--- src/rtl/adc_frame_parser.sv ---
// adc_frame_parser: receive-side parser for the ADC capture stream.
// Each frame arrives as a header {glbl, adc}, N payload words, and a
// trailer {glbl, adc} marked with tlast. The parser strips the header and
// trailer, forwards the payload through a one-entry output register, and
// reports timestamps, payload length and integrity errors for each frame.
module adc_frame_parser #(
  parameter int MAX_PAYLOAD = 8192,
  parameter int LEN_WIDTH   = 16
) (
  input  logic                 clk_245,
  input  logic                 clk_245_rst,
  input  logic                 parser_enable,
  input  logic [63:0]          s_axis_tdata,
  input  logic                 s_axis_tvalid,
  input  logic                 s_axis_tlast,
  output logic                 s_axis_tready,
  output logic [31:0]          sample_lower,
  output logic [31:0]          sample_upper,
  output logic                 sample_valid,
  input  logic                 sample_ready,
  output logic [31:0]          frame_glbl_start,
  output logic [31:0]          frame_adc_start,
  output logic [31:0]          frame_glbl_end,
  output logic [31:0]          frame_adc_end,
  output logic [LEN_WIDTH-1:0] frame_len,
  output logic                 frame_done,
  output logic                 frame_len_err,
  output logic                 err_runt,
  output logic                 err_overrun,
  output logic [15:0]          frame_count,
  output logic                 parser_busy
);

  typedef enum logic [1:0] {
    S_HDR  = 2'd0,
    S_BODY = 2'd1,
    S_DROP = 2'd2
  } state_e;

  localparam logic [LEN_WIDTH-1:0] MAX_CNT = LEN_WIDTH'(MAX_PAYLOAD);

  state_e               state_q, state_d;
  logic [LEN_WIDTH-1:0] cnt_q, cnt_d;
  logic [31:0]          sample_lower_q, sample_lower_d;
  logic [31:0]          sample_upper_q, sample_upper_d;
  logic                 sample_valid_q, sample_valid_d;
  logic [31:0]          glbl_start_q, glbl_start_d;
  logic [31:0]          adc_start_q, adc_start_d;
  logic [31:0]          glbl_end_q, glbl_end_d;
  logic [31:0]          adc_end_q, adc_end_d;
  logic [LEN_WIDTH-1:0] frame_len_q, frame_len_d;
  logic                 frame_len_err_q, frame_len_err_d;
  logic                 frame_done_q, frame_done_d;
  logic                 err_runt_q, err_runt_d;
  logic                 err_overrun_q, err_overrun_d;
  logic [15:0]          frame_count_q, frame_count_d;

  logic                 tready_c;
  logic                 accept;
  logic                 load;

  // Ready depends only on registered state, enable and the downstream
  // ready, never on s_axis_tvalid.
  always_comb begin
    // NOTE: every signal assigned in a combinational block gets a default
    // first; a path that leaves it unassigned would infer a latch.
    tready_c = 1'b0;
    case (state_q)
      S_HDR:   tready_c = parser_enable;
      S_BODY:  tready_c = !sample_valid_q | sample_ready;
      S_DROP:  tready_c = 1'b1;
      default: tready_c = 1'b0;
    endcase
  end

  // Hold ready low while reset is asserted so every output reads 0.
  assign s_axis_tready = tready_c & !clk_245_rst;
  assign accept        = s_axis_tvalid & tready_c;

  // Frame state machine: next state, counters and frame statistics.
  always_comb begin
    state_d         = state_q;
    cnt_d           = cnt_q;
    load            = 1'b0;
    glbl_start_d    = glbl_start_q;
    adc_start_d     = adc_start_q;
    glbl_end_d      = glbl_end_q;
    adc_end_d       = adc_end_q;
    frame_len_d     = frame_len_q;
    frame_len_err_d = frame_len_err_q;
    frame_done_d    = 1'b0;
    err_runt_d      = 1'b0;
    err_overrun_d   = 1'b0;
    frame_count_d   = frame_count_q;

    case (state_q)
      S_HDR: begin
        if (accept) begin
          if (s_axis_tlast) begin
            err_runt_d = 1'b1;
          end else begin
            glbl_start_d = s_axis_tdata[63:32];
            adc_start_d  = s_axis_tdata[31:0];
            cnt_d        = '0;
            state_d      = S_BODY;
          end
        end
      end

      S_BODY: begin
        if (accept) begin
          if (s_axis_tlast) begin
            // The adc counter advances once per payload word plus once for
            // the trailer; modulo-2^32 subtraction makes a wrap harmless.
            glbl_end_d      = s_axis_tdata[63:32];
            adc_end_d       = s_axis_tdata[31:0];
            frame_len_d     = cnt_q;
            frame_len_err_d = (s_axis_tdata[31:0] - adc_start_q) !=
                              (32'(cnt_q) + 32'd1);
            frame_done_d    = 1'b1;
            frame_count_d   = frame_count_q + 16'd1;
            state_d         = S_HDR;
          end else if (cnt_q == MAX_CNT) begin
            err_overrun_d = 1'b1;
            state_d       = S_DROP;
          end else begin
            load  = 1'b1;
            cnt_d = cnt_q + LEN_WIDTH'(1);
          end
        end
      end

      S_DROP: begin
        if (accept && s_axis_tlast) begin
          state_d = S_HDR;
        end
      end

      default: state_d = S_HDR;
    endcase
  end

  // One-entry output register: a load and a drain in the same cycle keep
  // valid high, giving one sample per clock while sample_ready stays high.
  always_comb begin
    sample_valid_d = load | (sample_valid_q & !sample_ready);
    sample_lower_d = load ? s_axis_tdata[31:0]  : sample_lower_q;
    sample_upper_d = load ? s_axis_tdata[63:32] : sample_upper_q;
  end

  // State and output registers with asynchronous active-high reset.
  always_ff @(posedge clk_245 or posedge clk_245_rst) begin
    if (clk_245_rst) begin
      state_q         <= S_HDR;
      cnt_q           <= '0;
      sample_lower_q  <= '0;
      sample_upper_q  <= '0;
      sample_valid_q  <= 1'b0;
      glbl_start_q    <= '0;
      adc_start_q     <= '0;
      glbl_end_q      <= '0;
      adc_end_q       <= '0;
      frame_len_q     <= '0;
      frame_len_err_q <= 1'b0;
      frame_done_q    <= 1'b0;
      err_runt_q      <= 1'b0;
      err_overrun_q   <= 1'b0;
      frame_count_q   <= '0;
    end else begin
      // NOTE: sequential state uses non-blocking assignments so every flop
      // samples the pre-edge values regardless of statement order.
      state_q         <= state_d;
      cnt_q           <= cnt_d;
      sample_lower_q  <= sample_lower_d;
      sample_upper_q  <= sample_upper_d;
      sample_valid_q  <= sample_valid_d;
      glbl_start_q    <= glbl_start_d;
      adc_start_q     <= adc_start_d;
      glbl_end_q      <= glbl_end_d;
      adc_end_q       <= adc_end_d;
      frame_len_q     <= frame_len_d;
      frame_len_err_q <= frame_len_err_d;
      frame_done_q    <= frame_done_d;
      err_runt_q      <= err_runt_d;
      err_overrun_q   <= err_overrun_d;
      frame_count_q   <= frame_count_d;
    end
  end

  assign sample_lower     = sample_lower_q;
  assign sample_upper     = sample_upper_q;
  assign sample_valid     = sample_valid_q;
  assign frame_glbl_start = glbl_start_q;
  assign frame_adc_start  = adc_start_q;
  assign frame_glbl_end   = glbl_end_q;
  assign frame_adc_end    = adc_end_q;
  assign frame_len        = frame_len_q;
  assign frame_len_err    = frame_len_err_q;
  assign frame_done       = frame_done_q;
  assign err_runt         = err_runt_q;
  assign err_overrun      = err_overrun_q;
  assign frame_count      = frame_count_q;
  assign parser_busy      = (state_q == S_BODY) | (state_q == S_DROP);

endmodule

--- config.mk ---
export PLATFORM = sky130hd
export DESIGN_NAME = adc_frame_parser
export DESIGN_NICKNAME = d
export VERILOG_FILES = /design/src/rtl/adc_frame_parser.sv
export SDC_FILE = /design/constraint.sdc
export NUM_CORES = 1
export LEC_CHECK = 0
export BUFFER_PORTS_ARGS = -buffer_cell sky130_fd_sc_hd__buf_2
export CAP_MARGIN = 20
export CORE_MARGIN = 10
export CORE_UTILIZATION = 45
export CTS_CLUSTER_SIZE = 25
export DETAILED_ROUTE_END_ITERATION = 10
export HOLD_SLACK_MARGIN = 0.1
export PLACE_DENSITY = 0.79
export SYNTH_ARGS = -nofsm -noshare
export SYNTH_HDL_FRONTEND = slang
export SYNTH_SLANG_ARGS = --single-unit
--- constraint.sdc ---
create_clock -name clk_245 -period 9.6 [get_ports clk_245]
set_input_delay 1.44 -clock clk_245 [delete_from_list [all_inputs] [get_ports clk_245]]
set_output_delay 1.44 -clock clk_245 [all_outputs]
set_load 0.02 [all_outputs]
# ---- Yosys cells after proc, flatten, opt, wreduce, memory -nomap -nowiden
# Index checks and enable logic that the tools add are counted.
dict set report totals {
  register_bits 247
  out_inout_bits 231
  wordCells 73
}
dict set report op_classes {
  addsub 4
  eq_ne 11
  n_mux 26
  bitwise 7
  n_reduce_logical 10
}
# operator count
set op_table {}
lappend op_table {{16-bit two-way mux} 5}
lappend op_table {{16-bit by 1-bit adder with 16-bit output, second input constant} 2}
lappend op_table {{32-bit by 17-bit != test with 1-bit output} 1}
lappend op_table {{16-bit case mux with 2 select lines} 1}
lappend op_table {{32-bit subtractor} 1}
lappend op_table {{16-bit by 1-bit adder with 17-bit output, second input constant} 1}
lappend op_table {{16-bit by 14-bit equality test with 1-bit output, second input constant} 1}
lappend op_table {{1-bit two-way mux} 12}
lappend op_table {{2-bit two-way mux} 6}
lappend op_table {{2-bit != test, second input constant} 6}
lappend op_table {{2-bit case mux with 3 select lines} 1}
lappend op_table {{3-bit AND reduction} 2}
lappend op_table {{6-bit AND reduction} 1}
lappend op_table {{5-bit AND reduction} 1}
lappend op_table {{1-bit AND} 3}
lappend op_table {{1-bit logical NOT} 3}
lappend op_table {{3-bit != test, second input constant} 1}
lappend op_table {{1-bit OR} 3}
lappend op_table {{1-bit case mux with 3 select lines} 1}
lappend op_table {{2-bit by 1-bit equality test with 1-bit output, second input constant} 1}
lappend op_table {{2-bit equality test, second input constant} 1}
lappend op_table {{2-bit logical NOT} 1}
lappend op_table {{2-bit nonzero test} 1}
lappend op_table {{1-bit logical AND} 1}
lappend op_table {{1-bit NOT} 1}

# ---- Longest topological paths before layout
dict set report logic_depth {
  word_depth 7
  mapped_depth 12
  ltp_nobuf 12
}

# ---- Least setup slack after synthesis
# No wires, ideal clock.
dict set report synth_path {
  path_kind {in2reg}
  start {in s_axis_tdata[0]}
  end {reg frame_len_err_q, in the netlist frame_len_err}
  setup_ns 0.071
  arrival_ns 3.708
  path_slack_ns 5.821
  cell_stages 12
  n_path_buf 0
  cell_sequence {inv_1 -> ha_1 -> fa_1 -> nor2b_1 -> o31a_1 -> o211ai_1 -> a211o_1 -> a2111oi_0 -> a211oi_1 -> and4_1 -> and4b_1 -> nor2_1}
}
dict set report synth_via {
  elab_chain_len 2
}
# element line
set synth_rtl {}
lappend synth_rtl {{start, declared} 13} ;# input logic [63:0] s_axis_tdata,
lappend synth_rtl {{32-bit subtractor} 118} ;# frame_len_err_d = (s_axis_tdata[31:0] - adc_start_q) !=
lappend synth_rtl {{32-bit by 17-bit != test with 1-bit output} 118}
lappend synth_rtl {{end signal, assigned} 182} ;# frame_len_err_q <= frame_len_err_d;
lappend synth_rtl {{end, declared} 52} ;# logic frame_len_err_q, frame_len_err_d;
# Every way passes these cells.
# A chain may end at the register's enable or synchronous reset.

# ---- Worst setup path in the final report
dict set report layout_path {
  start {in s_axis_tdata[2]}
  end {reg frame_len_err_q, in the netlist frame_len_err}
}
# The elaborated chain is that of the path after synthesis.

==> flow_summary.ini <==
[clock_tree]
htree_levels = 1
clock_latency_ns = 0.55
cts_root_buffer = clkbuf_16
clockBufferDepth = 3
cts_tree = built
cts_hold_buf = 0
clkTransAtPathRegs_ns = 0.06
cts_setup_buffers = 0
cts_buffers = 27
cts_resized = 0
cts_num_sinks = 247

[worst_setup_path]
r2r-start = state_q[0]
worst-setup-path-type = input pin to flop
rrSetupSlack_ns = 5.85
rr_worst_depth = 10
r2r-end = frame_count[12]
crit_path_end_kind = flop
critPathLaunch = s_axis_tdata[2]
cp-endpoint = frame_len_err
path_max_fanout = 4
start_kind = input pin
worst_ep_arrival_time_ns = 4.44
cp.required_ns = 10.04

[layout]
fill_cells = 2188
fin_area_um2 = 14740
drive_above_1_share_pct = 43.00
syn_to_final_growth_pct = 22.30
nets = 1411
final_cells = 1656
post-route-util_pct = 56.24
diodes = 0

[sta]
drv_slew = 0
setup-tns-final_ns = 0
finalSetupViolations = 0
whs_ns = 0.4756
max_slew_margin_pct = 33.45
timing.final.ws_setup_ns = 5.604
max_freq_mhz = 250.3
final.setup_skew_ns = 0.01347
finalWorstPathRequiredPeriod_ns = 3.996
worst_pin_slew_ns = 0.9983
rsz0062_at_grt = no
hold_viol = 0
period_share_pct = 41.62

[pwr]
power_mw = 5.307
p_int_mw = 3.076
power_density_nw_per_um2 = 360.1
p_leak_nw = 7.176
power_frac_clock_pct = 19.7
p_sw_mw = 2.231
p_comb_share_pct = 48.2
vdd.ir_drop.worst_uv = 297.1
pwr-share-seq_pct = 32.1
swShare_pct = 42.04

[floorplan]
ios = 301
core_area_um2 = 26210
die-area_um2 = 33720
start_util_pct = 45.98
die_x_um = 183.6
die-height_um = 183.6
rows = 59

[grt]
antenna_found_initial = 0
grt_usage_pct = 20.20
grt_overflow_total = 0
grt_start_max_net_pins = 102
grt_pass1_vias = 9607
grt_pass1_wl_mm = 54.73

[synth]
ys_seq_elements = 247
yosysMostFrequentCell = dfrtp_1
yosysSeqAreaShare_pct = 51.29
synthTopCellsByArea = dfrtp_1 51%, mux2_2 19%, ha_1 4.0%
synthArstFlopShare_pct = 100.0
synth_nets = 1122
postSynthAreaPerCell_um2 = 11.91
ys_types = 60
yosysTopAreaCellShare_pct = 51.29
synth-warning-count = 0
syn-cell-area_um2 = 12050
synthCells = 1012
post-synth-top-area-cell = dfrtp_1
synth_ff_type = dfrtp_1
synth-edff-count = 0
synth_common_cells = 247 x dfrtp_1, 206 x mux2_2, 53 x nand2_1, 47 x inv_1, 46 x xnor2_1

[run_status]
outcome = complete, no violations

[routing]
drc_errors = 0
viasPerCell = 5.534
drt-pass1-iter-count = 7
ant_nets = 0
wl_per_cell_um = 21.05
vias = 9165
dr.first_iter.drc_count = 467
routed_wl_mm = 34.87

[worst_hold_path]
min_from = sample_lower[0]
hp-class = flop to flop

[placement]
dp.cells = 1607
place.gp.congestion = 0.9467
dpl_worst_slack_ns = 5.094
io_buffers = 300
placed_area_um2 = 13830
dp_hpwl_mm = 26.14

[job]
maxCapViolCount = 0
layout make-up:
class	instances	area, um2	share of cell area [%]
Inverter	47	183.9	1.248
Tap cell	335	419.2	2.844
Sequential cell	247	6181	41.94
Clock inverter	10	97.59	0.6622
Timing Repair Buffer	305	1539	10.44
Multi-Input combinational cell	673	5507	37.36
Clock buffer	39	810.8	5.501
power groups by stage:
stage | clock, mW | sequential [mW] | combinational (mW)
after floorplan | 0 | 2.21 | 1.17
after global placement | 0 | 1.68 | 2.54
after detailed placement | 0 | 1.71 | 2.57
after CTS | 1.06 | 1.70 | 2.58
after global routing | 1.10 | 1.76 | 2.77
final | 1.05 | 1.70 | 2.56
logic make-up after synthesis:
kind of cell / after synthesis / synth area share (%)
xor+xnor: 62 / 4.621
fa+ha+maj: 40 / 4.216
buf+inv: 92 / 3.115
flops: 247 / 51.29
mux: 210 / 19.58
simple gates: 197 / 8.389
compound gates: 164 / 8.784
worst max-delay path, stage by stage:
cell and delay (ns):
buf_2 0.13, ha_1 0.36, o211ai_1 0.19, a21oi_1 0.11, o41ai_1 0.87, nand2_1 0.17, xnor3_1 0.41, a2111oi_2 0.29
and4_1 0.22, and4b_1 0.20, nor2_1 0.04
per-layer routing:
metal	vias to the layer above	wire length, um	GRT usage (%)
met5	-	0	0
met4	0	1073	6.164
met3	64	3550	7.451
met2	367	16740	33.73
met1	4537	13500	23.80
li1	4197	-	-
worst min path at each step:
stage	end	cells past startpoint
floorplan	state_q[0]	1
global placement	sample_lower[0]	2
detailed placement	sample_lower[0]	2
CTS	sample_lower[0]	2
global route	frame_count[15]	1
finish	sample_lower[0]	2
state kept, by name, summed over array words and instances (netlist names):
signal / cells
cnt_q: 16
err_overrun: 1
err_runt: 1
frame_adc_end: 32
frame_adc_start: 32
frame_count: 16
frame_done: 1
frame_glbl_end: 32
frame_glbl_start: 32
frame_len: 16
frame_len_err: 1
sample_lower: 32
sample_upper: 32
sample_valid: 1
state_q: 2
cells in the final DEF (no fill, tap or decap), types with 4 or more instances in the layout:
| cell | netlist | layout |
|---|---|---|
| nand2_1 | 53 | 52 |
| a21o_1 | 13 | 13 |
| xnor2_1 | 46 | 46 |
| a21oi_1 | 44 | 44 |
| mux2i_1 | 4 | 4 |
| and3_1 | 12 | 11 |
| nand2b_1 | 7 | 7 |
| nor2b_1 | 11 | 11 |
| buf_4 | 1 | 5 |
| nor4_1 | 4 | 4 |
| clkbuf_16 | 0 | 27 |
| o31ai_1 | 11 | 11 |
| ha_1 | 39 | 39 |
| xor2_1 | 15 | 15 |
| o21a_1 | 5 | 5 |
| clkbuf_8 | 0 | 9 |
| nand4_1 | 19 | 19 |
| nor3_1 | 13 | 13 |
| nand3_1 | 17 | 17 |
| inv_1 | 47 | 46 |
| o211ai_1 | 9 | 9 |
| clkinv_2 | 0 | 5 |
| a211oi_1 | 7 | 7 |
| mux2_2 | 206 | 206 |
| dfrtp_1 | 247 | 247 |
| o21ai_0 | 41 | 41 |
| nor2_1 | 37 | 37 |
| buf_2 | 21 | 300 |
Power figures use the tool's default switching activity.
